### config.mk
export PLATFORM = sky130hd
export DESIGN_NAME = cpu_controller
export DESIGN_NICKNAME = d
export VERILOG_FILES = /design/src/rtl/cpu_controller_pkg.sv /design/src/rtl/cpu_controller_decode.sv /design/src/rtl/cpu_controller.sv
export SDC_FILE = /design/constraint.sdc
export NUM_CORES = 1
export LEC_CHECK = 0
export ABC_AREA = 1
export CAP_MARGIN = 0
export CELL_PAD_IN_SITES_DETAIL_PLACEMENT = 0
export CELL_PAD_IN_SITES_GLOBAL_PLACEMENT = 1
export CORE_UTILIZATION = 27
export CTS_CLUSTER_DIAMETER = 200
export DETAILED_ROUTE_END_ITERATION = 8
export PLACE_DENSITY_LB_ADDON = 0.12
export SYNTH_ARGS = -nofsm -noshare
export SYNTH_HDL_FRONTEND = slang
export SYNTH_SLANG_ARGS = --single-unit
### constraint.sdc
create_clock -name clk -period 1.32 [get_ports clk]
set_input_delay 0.198 -clock clk [delete_from_list [all_inputs] [get_ports clk]]
set_output_delay 0.198 -clock clk [all_outputs]
set_load 0.02 [all_outputs]
### src/rtl/cpu_controller_pkg.sv
`default_nettype none
// ============================================================================
// Package : cpu_pkg
// Opcode constants, phase enum and opcode helpers shared by the controller,
// the ALU and the testbench.
// Revision: 1.0
// ============================================================================
package cpu_pkg;

  parameter int OPW = 3;

  localparam logic [OPW-1:0] HLT = 3'd0;
  localparam logic [OPW-1:0] SKZ = 3'd1;
  localparam logic [OPW-1:0] ADD = 3'd2;
  localparam logic [OPW-1:0] AND = 3'd3;
  localparam logic [OPW-1:0] XOR = 3'd4;
  localparam logic [OPW-1:0] LDA = 3'd5;
  localparam logic [OPW-1:0] STO = 3'd6;
  localparam logic [OPW-1:0] JMP = 3'd7;

  typedef enum logic [2:0] {
    INST_ADDR  = 3'd0,
    INST_FETCH = 3'd1,
    INST_LOAD  = 3'd2,
    IDLE       = 3'd3,
    OP_ADDR    = 3'd4,
    OP_FETCH   = 3'd5,
    ALU_OP     = 3'd6,
    STORE      = 3'd7
  } phase_t;

  // Opcodes that read an operand and land a result in the accumulator.
  function automatic logic is_aluop(input logic [OPW-1:0] op);
    return (op == ADD) || (op == AND) || (op == XOR) || (op == LDA);
  endfunction

endpackage
`default_nettype wire

### src/rtl/cpu_controller_decode.sv
`default_nettype none
// ============================================================================
// Module  : ctrl_decode
// Combinational Moore decode of (phase, opcode, zero, halted) to the strobes.
// Revision: 1.0
// ============================================================================
module ctrl_decode
  import cpu_pkg::*;
#(
  parameter int OPW = cpu_pkg::OPW
) (
  input  phase_t         phase,
  input  logic [OPW-1:0] opcode,
  input  logic           zero,
  input  logic           halted,
  output logic           sel,
  output logic           rd,
  output logic           ld_ir,
  output logic           inc_pc,
  output logic           ld_pc,
  output logic           ld_ac,
  output logic           wr,
  output logic           data_e,
  output logic           halt
);

  logic w_alu;
  logic w_sto;
  logic w_jmp;

  assign w_alu = is_aluop(opcode);
  assign w_sto = (opcode == STO);
  assign w_jmp = (opcode == JMP);

  always_comb begin
    sel    = 1'b0;
    rd     = 1'b0;
    ld_ir  = 1'b0;
    inc_pc = 1'b0;
    ld_pc  = 1'b0;
    ld_ac  = 1'b0;
    wr     = 1'b0;
    data_e = 1'b0;
    halt   = 1'b0;
    if (halted) begin
      halt = 1'b1;
    end else begin
      case (phase)
        INST_ADDR: begin
          sel = 1'b1;
        end
        INST_FETCH: begin
          sel = 1'b1;
          rd  = 1'b1;
        end
        INST_LOAD, IDLE: begin
          sel   = 1'b1;
          rd    = 1'b1;
          ld_ir = 1'b1;
        end
        OP_ADDR: begin
          inc_pc = 1'b1;
          halt   = (opcode == HLT);
        end
        OP_FETCH: begin
          rd = w_alu;
        end
        ALU_OP: begin
          rd     = w_alu;
          inc_pc = (opcode == SKZ) && zero;
          ld_pc  = w_jmp;
          data_e = w_sto;
        end
        STORE: begin
          rd     = w_alu;
          ld_ac  = w_alu;
          ld_pc  = w_jmp;
          wr     = w_sto;
          data_e = w_sto;
        end
        default: begin
          sel = 1'b1;
        end
      endcase
    end
  end

endmodule
`default_nettype wire

### src/rtl/cpu_controller.sv
`default_nettype none
// ============================================================================
// Module  : cpu_controller
// 8-phase fetch/execute sequencer with sticky halt for the 8-bit RISC CPU.
// Optional macro CPU_CTRL_STEP_EN adds a 'step' input for single-stepping.
// Revision: 1.0
// ============================================================================
module cpu_controller #(
  parameter int NPHASE = 8,
  parameter int OPW    = cpu_pkg::OPW
) (
  input  logic           clk,
  input  logic           rst_n,
`ifdef CPU_CTRL_STEP_EN
  input  logic           step,
`endif
  input  logic [OPW-1:0] opcode,
  input  logic           zero,
  output logic           sel,
  output logic           rd,
  output logic           ld_ir,
  output logic           inc_pc,
  output logic           ld_pc,
  output logic           ld_ac,
  output logic           wr,
  output logic           data_e,
  output logic           halt
);

  import cpu_pkg::*;

  generate
    if (NPHASE != 8) begin : g_nphase_check
      $error("cpu_controller: NPHASE must be 8");
    end
  endgenerate

  phase_t phase_q;
  phase_t phase_d;
  logic   halted_q;
  logic   halted_d;
  logic   w_adv;
  logic   w_halt_now;

`ifdef CPU_CTRL_STEP_EN
  assign w_adv = step;
`else
  assign w_adv = 1'b1;
`endif

  assign w_halt_now = (phase_q == OP_ADDR) && (opcode == HLT);

  // Halting pins the phase at OP_ADDR; only reset releases it.
  always_comb begin
    phase_d  = phase_q;
    halted_d = halted_q;
    if (w_adv && !halted_q) begin
      if (w_halt_now) begin
        halted_d = 1'b1;
      end else begin
        phase_d = phase_t'(phase_q + 3'd1);
      end
    end
  end

  always_ff @(posedge clk or negedge rst_n) begin
    if (!rst_n) begin
      phase_q  <= INST_ADDR;
      halted_q <= 1'b0;
    end else begin
      phase_q  <= phase_d;
      halted_q <= halted_d;
    end
  end

  ctrl_decode #(
    .OPW(OPW)
  ) u_decode (
    .phase  (phase_q),
    .opcode (opcode),
    .zero   (zero),
    .halted (halted_q),
    .sel    (sel),
    .rd     (rd),
    .ld_ir  (ld_ir),
    .inc_pc (inc_pc),
    .ld_pc  (ld_pc),
    .ld_ac  (ld_ac),
    .wr     (wr),
    .data_e (data_e),
    .halt   (halt)
  );

endmodule
`default_nettype wire

## Word level (Yosys, flattened, before mapping)

Cells that the tools add are included.

- Register bits after elaboration: 4
- Bits in latches: 0
- RAM bits: 0
- Bits in read-only memories: 0
- Input bits: 6
- Output and inout port bits: 9
- Word-level logic and storage cells: 52
- Memories kept: 0

- $add $sub $neg: 1
- Multiply operators: 0
- Divide/modulo/power cells: 0
- $lt $le $gt $ge: 0
- Equality and inequality tests: 14
- Shift operators: 0
- Muxes and demuxes: 20
- Bitwise gates (word level): 2
- Reduce and logical (&&, ||, !) cells: 13

Operators by type and width:

| operator | number |
|---|---|
| == test 3 bit, second input constant | 8 |
| 2-to-1 mux 1 bit | 18 |
| == test 3 x 2 -> 1 bit, second input constant | 4 |
| == test 3 x 1 -> 1 bit, second input constant | 2 |
| zero test 3 bit | 2 |
| OR reduction 3 bit | 2 |
| one-hot mux 1 bit (2 select lines) | 2 |
| OR reduction 2 bit | 2 |
| OR reduction 4 bit | 1 |
| adder 3 x 1 -> 3 bit, second input constant | 1 |
| logical OR 1 bit | 3 |
| logical AND 1 bit | 2 |
| NOT 1 bit | 2 |
| AND reduction 2 bit | 1 |

## Logic depth before layout (Yosys ltp)

- Depth after elaboration: 6
- Gate-level depth with buffers: 8
- Gate-level depth less buffers: 8

## By module

From an unflattened synthesis, not the netlist that was laid out.

- Cell total of the unflattened synthesis: 54
- Area total of the unflattened synthesis: 354.1 µm²

By module, submodules not included:

| module | times used | cells each | area an instance (µm²) | sequential area each (µm²) |
|---|---|---|---|---|
| cpu_controller | 1 | 23 | 210.2 | 100.1 |
| ctrl_decode | 1 | 31 | 143.9 | 0.0 |

## Least setup slack after synthesis

Ideal clock, no wire load.

- Path type: register to output
- Start point: register phase_q[0]
- End point: output port ld_ac
- Arrival: 1443 ps
- Data required time: 1122 ps
- Path slack: -321 ps
- Cell stages (with the launch flop): 5
- Buffers on the path: 0
- Path through: dfrtp_1 ha_1 ha_1 inv_1 nor4_1

- Word-level cells in the longest chain between the ends: 3

RTL lines:

| item | line | source |
|---|---|---|
| start: declaration | cpu_controller.sv:38 | `phase_t phase_q;` |
| start signal: assignment | cpu_controller.sv:71 | `phase_q <= phase_d;` |
| == test 3 bit | cpu_controller_decode.sv:48 | `case (phase)` |
| 2-to-1 mux 1 bit | cpu_controller_decode.sv:48 |  |
| 2-to-1 mux 1 bit | cpu_controller_decode.sv:45 | `if (halted) begin` |
| end: declaration | cpu_controller.sv:24 | `output logic ld_ac,` |

No other way between the ends.

## Final worst setup path

- Start point: register phase_q[0]
- End point: output port ld_pc

- Word-level cells in the longest chain between the ends: 4
- Elaborated cells on any way between the ends: 5
- Classes of those cells: eq/ne: 2; mux: 2; reduce/logical: 1

RTL lines:

| item | line | source |
|---|---|---|
| == test 3 bit | cpu_controller_decode.sv:48 |  |
| OR reduction 2 bit (no line) * | - |  |
| 2-to-1 mux 1 bit * | cpu_controller_decode.sv:48 |  |
| 2-to-1 mux 1 bit * | cpu_controller_decode.sv:45 |  |
| end: declaration | cpu_controller.sv:23 | `output logic ld_pc,` |

Mark *: on every way between the ends. The rest lies on a longest branch, timed or not.

==> flow_summary.yaml <==
setup_path:
  crit_path_frequent_cell: "ha_4"
  worstSetupStartpointType: "flip-flop"
  cp_num_buf_inv: 2
  path_delay_family: "flip-flops"
  crit_fanout: 4
  cp_data_arrival_time_ns: 1.48
  max_stage_delay_ns: 0.42
  worstPathRequired_ns: 1.12
  critPathCaptureType: "output port"
  worstSetupPathType: "reg2out"
  crit_chain: "ha_4 > ha_4 > inv_4 > nand2_2 > nand3_2 > nor3_2 > buf_4"
  cp_slowest_cell: "dfrtp_1"
logic_synthesis:
  synth_top_family_by_area: "simple AND/OR/NAND/NOR gates"
  synth_warnings: 0
  syn-instance-count: 61
  yosys.area_share.simple: 0.406
  synth_fp_nets: 73
  synthTopCellsByArea: "dfrtp_1 25%, ha_1 19%, nand2_1 14%"
  synth_top_cell_by_area: "dfrtp_1"
  avgSynthCellArea_um2: 6.52
  syn_area_um2: 398
  synth_top_area_share: 0.252
  yosysUniqueCellTypes: 12
  yosysSeqAreaShare: 0.252
  ys_seq_elements: 4
  synthMuxAreaShare: 0
  synth-adder-area-share: 0.189
  synth_compound_area_frac: 0.0503
  synthXorXnorAreaFrac: 0
drt:
  wl_per_cell_um: 12.9
  ant_nets: 0
  first_pass_iters: 4
  vias: 518
  wl_um: 1430
  vias_per_cell: 4.67
  drc: 0
  drtIter0Drc: 12
layout:
  final_nets: 110
  finalInstanceArea_um2: 943
  nFillCells: 94
  layoutNonFillerInstCount: 111
  antenna_cells: 0
  multi_input_area_um2: 468
  layout_common_cells: "19 x buf_4, 9 x nand2_1, 8 x buf_6"
  register_area_um2: 103
  area_growth_pct: 137
  layout_commonest_cell: "buf_4"
  drive_above_1_share: 0.698
sta:
  period_needed_ns: 1.68
  max_slew.worst_pin.slew_ns: 0.399
  final-hold-violation-count: 0
  rsz0062_at_grt: "true"
  max_clock_freq_ghz: 0.596
  worst_slack_ns: -0.358
  setup_viol: 12
  drv_slew: 0
  finClkSkew_ns: 0.00134
  period_share: 1.27
  relSlewSlack: 0.733
global_routing:
  grtUsageTotal: 0.188
  grt_pass1_vias: 462
  antenna_found_initial: 0
  grt_pass1_wl_um: 2020
  grt_max_degree: 7
  grt.overflow.total: 0
power_and_ir_drop:
  p_per_area_nw_per_um2: 334
  cellLeakagePower_nw: 0.413
  ir_drop_mv: 0.611
place:
  dp.cells: 103
  dp_hpwl_um: 821
  io_buffers: 14
  gp_congestion: 0.708
  placed_area_um2: 692
  post-place-ws_ns: -0.659
cts:
  hold_buffers: 0
  clkTransAtPathRegs_ns: 0.04
  numCtsBuffers: 3
  clock_latency_ns: 0.23
  clock_sinks: 4
  cts_tree: "done"
  htree_levels: 1
  root_buffer: "clkbuf_4"
  clockBufferDepth: 2
run_status:
  violations: "setup timing"
  status: "finished with violations"
floorplan:
  die_x_um: 40.4
  initial_utilization: 0.298
  die_y_um: 40.4
  die_area_um2: 1630
  ios: 15
  row_count: 13
  core_um2: 1330
run:
  drv_cap: 0
hold_path:
  hold_class: "in2async"
-- power breakdown --
group          total [W]  internal, W  switching [W]
combinational  0.0000415    0.0000202      0.0000214
sequential      0.000123     0.000123              0
clock           0.000150     0.000102      0.0000483
-- stage by stage --
| stage | hold slack [ns] | power [W] | setup TNS [ns] | utilization |
|---|---|---|---|---|
| final | 0.168 | 0.000315 | -2.97 | 0.707 |
| after global routing | 0.180 | 0.000329 | -3.63 | 0.707 |
| after CTS | 0.163 | 0.000316 | -3.20 | 0.663 |
| after detailed placement | 0.415 | 0.000161 | -5.52 | 0.519 |
| after global placement | 0.412 | 0.000162 | -5.50 | 0.519 |
| after floorplan | -0.0976 | 0.000135 | -0.356 | - |
-- flip-flops by register name, indices dropped and copies added, names as in the netlist --
name / cells
phase_q: 3
halted_q: 1
-- synthesized netlist by cell type --
cell type and number:
nor4_1 1, dfrtp_1 4, a21oi_1 4, nand3b_1 1, nand3_1 7, nor2_1 6
ha_1 6, nand2_1 15, inv_1 11, nor3_1 3, nor2_2 1, nand2_2 2
-- worst reg2reg max path: cells and delay by family, from the launching register on --
kind          cells  cell delay, ns
fa+ha+maj         1            0.15
buf+inv           3            0.37
flops             1            0.43
simple gates      5            0.34
-- logic make-up (layout without fill, tap and decap cells) --
family | count (synthesis) | in the layout
flip-flops | 4 | 4
AND/OR/NAND/NOR | 36 | 36
adder cells (fa/ha/maj) | 6 | 6
buffers and inverters | 11 | 46
AO/OA/AOI/OAI | 4 | 4
-- path summary, 6_finish.rpt --
path | start | to | slack [ns] | cells past startpoint
worst min-delay path | rst_n | halted_q$_DFF_PN0_ | 0.17 | 1
worst max register to register | phase_q[0]$_DFFE_PN0P_ | phase_q[2]$_DFFE_PN0P_ | -0.09 | 9
worst max-delay path | phase_q[0]$_DFFE_PN0P_ | ld_pc | -0.36 | 7
min in group clk | phase_q[1]$_DFFE_PN0P_ | phase_q[1]$_DFFE_PN0P_ | 0.68 | 3
max in group asynchronous | rst_n | phase_q[1]$_DFFE_PN0P_ | 0.97 | 1
worst min register to register | phase_q[1]$_DFFE_PN0P_ | phase_q[1]$_DFFE_PN0P_ | 0.68 | 3
-- layer usage --
metal  global-route usage  routed length (µm)  up-vias
met2                0.337                 718       12
met4                    0                   7        0
met1                0.235                 666      239
met5                    0                   0        -
met3               0.0500                  41        2
li1                     -                   -      265
-- repair_timing --
| item | CTS | global route |
|---|---|---|
| buffers inserted | 7 | 1 |
| setup endpoints to repair | 11 | 13 |
| pin swaps | 14 | 14 |
| gates resized for setup | 84 | 17 |
-- layout make-up --
| type | instances | area share |
|---|---|---|
| clock buffer | 3 | 0.0239 |
| multi-input combinational | 46 | 0.496 |
| inverter | 11 | 0.0517 |
| sequential | 4 | 0.109 |
| tap | 15 | 0.0199 |
| timing repair buffer | 32 | 0.300 |
(Power assumes the default switching activity.)
==> variant 1: new RTL, config.mk and constraints unchanged <==
Reset style: synchronous (`rst_n`), changed in one clocked block.
--- a/src/rtl/cpu_controller.sv
+++ b/src/rtl/cpu_controller.sv
@@ -65,3 +65,3 @@
 
-  always_ff @(posedge clk or negedge rst_n) begin
+  always_ff @(posedge clk) begin
     if (!rst_n) begin
Behaviour: differs if rst_n is asserted again (counterexample within 4 cycles, from zero or initial values and one cycle with rst_n low); with rst_n held inactive, the same outputs for 10 cycles.
==> variant 1 against the unedited design <==
  * The run still ends with setup timing left
  * Sequential share of layout area is 0.85 points lower
  * Wire length is 23% lower
  * Clock skew is 0.82 ps higher
  * Area after synthesis is 4.7% higher
  * Global-route usage is 2.8 points lower
  * Sequential cell count stayed put
  * Final area is 3.4% lower
  * Worst setup slack better by 140 ps
  * Via count is 1.7% lower
  * Worst hold slack better by 400 ps
  * Die area is 4.5% higher
Power is not compared: it rests on default switching activity, and its combinational part moved more than twofold at a synthesized area within 25%.
==> variant 1: results (changes against the unedited design) <==
| Metric | Value |
|---|---|
| Final Skew | `2.17 ps (+0.823 ps)` |
| Worst slack, placed | `-670 ps (-10.4 ps)` |
| Max-slew headroom | `77.7% (+4.3 points)` |
| Largest net degree at the start of global routing | `8 (+1)` |
| Via density | `4.46 (-4.3%)` |
| Number of global-route vias before repair | `456 (-1.3%)` |
| Top FF cell, synth | `dfxtp_1` |
| GRT Util Overall | `16.0% (-2.8 points)` |
| Nets | `113 (+2.7%)` |
| Slowest CP cell | `dfxtp_4` |
| Critical Path Fanout Max | `3 (-1)` |
| Asr flop ratio synth | `0% (-100 points)` |
| Dominant cells by area after synthesis | `dfxtp_1 19%, ha_1 18%, inv_1 12%` |
| Dpl cell area | `693 sq um (+0.18%)` |
| Synth top cells by count | `13 x inv_1, 12 x nand2_1, 8 x nor2_1` |
| Full die area | `1700 sq um (+4.5%)` |
| Pre-antenna DRT Iters | `3 (-1)` |
| N_diodes | `0 (unchanged)` |
| Yosys warnings | `0 (unchanged)` |
| Crit-path max cell delay | `350 ps (-70 ps)` |
| Overall routed net length | `1.11 mm (-23%)` |
| Status | `finished, violations left` |
| Failing checks | `setup timing` |
| Yosys cell types | `14 (+2)` |
| GPL Wtd Cong | `0.659 (-7.0%)` |
| Setup ws final | `-222 ps (+136 ps)` |
| Syn nets | `79 (+8.2%)` |
| Seq/Total Area, Yosys | `19.2% (-5.9 points)` |
| Starting DRT DRC Count | `8 (-4)` |
| Clk root buf | `clkbuf_4` |
| Layout cells sized above 1 | `67.7% (-2.1 points)` |
| Initial antenna violation count | `0 (unchanged)` |
| Hpwl dp | `832 um (+1.3%)` |
| Worst min path class | `primary input to flop` |
| # setup viols final | `9 (-3)` |
[variant 1: cell count changes after synthesis, moves of 2 or more]
cell     before  now
inv_1        11   13
a21oi_1       4    7
nand2_1      15   12
dfrtp_1       4    0
nor2_1        6    8
dfxtp_1       0    4
[variant 1: worst min-delay path, delay by kind of cell]
kind	cells	cell delay (ps)
and+or+nand+nor	2	120
buffers and inverters	1	440
[variant 1: cells by family (layout without fill, tap and decap cells)]
| kind of cell | count (synthesis) | count (layout) | share of synthesized area, % |
|---|---|---|---|
| and+or+nand+nor | 35 | 35 | 38.7 |
| buffers and inverters | 14 | 46 | 14.4 |
| DFF | 4 | 4 | 19.2 |
| adders and majority gates | 6 | 6 | 18.0 |
| AOI/OAI and AO/OA | 8 | 8 | 9.61 |
[variant 1: what timing repair did]
action                     4_1_cts  5_1_grt
setup buffers                    2        0
cloned                           0        0
gates resized for setup         80       25
setup endpoints to repair       12       13
pin swaps                        8        8
[variant 1: through the flow]
step	instances	setup TNS, ps
global route	114	-2350
floorplan	67	-286
CTS	114	-1810
finish	114	-1740
detailed placement	109	-5520
global placement	109	-5420
[variant 1: layout make-up]
cell class              instances  area [sq um]
multi-input cells              49           463
flip-flops and latches          4          91.3
inverters                      13          61.3
clock buffers                   3          22.5
fillers                       126           455
repair buffers                 30           254
well taps                      15          18.8
[variant 1: path summary, 6_finish.rpt]
| path | startpoint | to | slack [ps] | cells after the start |
|---|---|---|---|---|
| setup / recovery | phase_q[1]$_SDFFE_PN0P_ | sel | -220 | 7 |
| setup reg to reg | phase_q[1]$_SDFFE_PN0P_ | halted_q$_SDFF_PN0_ | 60 | 9 |
| hold reg to reg | phase_q[0]$_SDFFE_PN0P_ | phase_q[0]$_SDFFE_PN0P_ | 680 | 3 |
| hold / removal | rst_n | phase_q[0]$_SDFFE_PN0P_ | 570 | 3 |
[variant 1: power breakdown]
group / switching, mW / leakage [nW] / internal (mW)
registers: 0.0226 / 0.0348 / 0.134
clock network: 0.0470 / 0.0138 / 0.102
logic: 0.160 / 0.389 / 0.169
total: 0.230 / 0.437 / 0.405
[variant 1: routing by layer]
layer  track usage (%)  wire, um
met1              18.3       477
met2              27.0       594
met3              3.26        28
met4              9.68         7
met5                 0         0
==> variant 2: new RTL, config.mk and constraints unchanged <==
Made on the original files. Build with the macro `CPU_CTRL_STEP_EN` defined.
--- a/src/rtl/cpu_controller.sv
+++ b/src/rtl/cpu_controller.sv
@@ -7,2 +7,4 @@
 // ============================================================================
+`define CPU_CTRL_STEP_EN
+
 module cpu_controller #(
Ports: changed (added step); port bits go from 15 to 16. The function was not compared with the original's and may differ.
==> variant 2 against the unedited design <==
  * The flow still finishes with violations (setup timing)
  * Total power increased by 10%
  * Worst setup slack improved by 29 ps
  * Combinational power increased by 63%
  * Clock skew up 5.1 ps
  * Area after synthesis rose by 2.5%
  * Utilization decreased by 0.39 points
  * Wire length fell by 19%
  * First-iteration DRC count down 42%
  * Cell count rose by 2.7%
  * Final area increased by 0.66%
  * Sequential cell count unchanged
  * Critical path depth is the same
  * Count of clock-buffer cells in the layout unchanged
  * Maximum frequency increased by 1.8%
  * Critical endpoint unchanged
  * Largest cell class unchanged
==> variant 2: results (changes against the unedited design) <==
| Metric | Value |
|---|---|
| Max-slew headroom | `75.6% (+2.3 points)` |
| Met1 Track Usage GR | `20.0% (-3.5 points)` |
| Critical Path Fanout Max | `4 (unchanged)` |
| Vias after detailed routing | `513 (-0.97%)` |
| Yosys warnings | `0 (unchanged)` |
| Filler cells | `112 (+19%)` |
| Met3 Usage GRT | `0% (-5.0 points)` |
| Failing checks | `setup timing` |
| Post-Route M1 WL | `532 um (-20%)` |
| CTS resizes | `77 (-8.3%)` |
| Synth top cells by count | `16 x nand2_1, 12 x inv_1, 8 x nor2_1` |
| GRT Util Overall | `15.9% (-2.9 points)` |
| Number of global-route vias before repair | `439 (-5.0%)` |
| Static Leak | `0.443 nW (+7.2%)` |
| Reg2Reg Depth | `8 (-1)` |
| Top layer in use | `met4` |
| Pre-antenna DRT Iters | `3 (-1)` |
| Wire length per cell | `10.2 um (-21%)` |
| Seq/Total Area, Yosys | `24.5% (-0.62 points)` |
| M2 GR Usage | `27.7% (-6.0 points)` |
| Syn nets | `77 (+5.5%)` |
| Post-Synthesis Cells | `64 (+4.9%)` |
| Setup ws final | `-328 ps (+29.2 ps)` |
| # setup viols final | `12 (unchanged)` |
| Dominant cells by area after synthesis | `dfrtp_1 25%, ha_1 18%, nand2_1 15%` |
| Launch point of the worst path | `phase_q[1]$_DFFE_PN0P_` |
| Internal reg-to-reg setup slack | `-40 ps (+50 ps)` |
| Dpl cell area | `723 sq um (+4.5%)` |
| Final Skew | `6.42 ps (+5.07 ps)` |
| Worst Path Arrival | `1450 ps (-30 ps)` |
| # port buffers | `15 (+1)` |
| GPL Wtd Cong | `0.740 (+4.4%)` |
| Inserted Clock Buffers | `3 (unchanged)` |
| Final TNS setup | `-2680 ps (+292 ps)` |
| First-pass GRT wire length | `1.77 mm (-12%)` |
| Post-CTS Setup Bufs | `2 (-5)` |
| Layout cells sized above 1 | `67.7% (-2.1 points)` |
| WL met2 | `589 um (-18%)` |
| Hpwl dp | `838 um (+2.1%)` |
| Hold slack | `168 ps (+0.481 ps)` |
| Area growth, synth to finish | `133%` |
| Post-Layout Cell Count | `114 (+2.7%)` |
| Crit Reg-Reg Startpoint | `phase_q[0]$_DFFE_PN0P_` |
| Status | `finished, violations left` |
| WL met3 | `27 um (-34%)` |
| Critical Path End | `ld_pc` |
| Worst slack, placed | `-615 ps (+43.7 ps)` |
| Max IR drop VDD | `346 uV (-43%)` |
| Yosys cell types | `14 (+2)` |
| Starting DRT DRC Count | `7 (-5)` |
| Largest net degree at the start of global routing | `6 (-1)` |
==> variant 2: cell type report <==
type	instances	share of cell area, %
Inverter	12	5.80
Multi-Input combinational cell	48	47.2
Timing Repair Buffer	32	31.8
Tap cell	15	1.98
Sequential cell	4	10.9
Clock buffer	3	2.37
==> variant 2: cells by family after synthesis <==
kind of cell / after synthesis / synth area share [%]
AO/OA/AOI/OAI: 6 / 7.36
adder cells (fa/ha/maj): 6 / 18.4
buffers and inverters: 12 / 11.0
flip-flops: 4 / 24.5
AND/OR/NAND/NOR: 36 / 38.7
==> variant 2: power by group <==
part	leakage [nW]	internal (mW)	total [mW]	switching, mW
clock	0.0138	0.101	0.148	0.0463
combinational	0.385	0.0338	0.0677	0.0339
sequential	0.0442	0.126	0.131	0.00511
==> variant 2: worst max-delay path, stage by stage, from the launching register on <==
cell,delay (ps)
dfrtp_2,430
buf_6,130
ha_4,170
nand2_4,80
inv_4,40
o21ai_4,170
nor3_2,50
buf_4,150
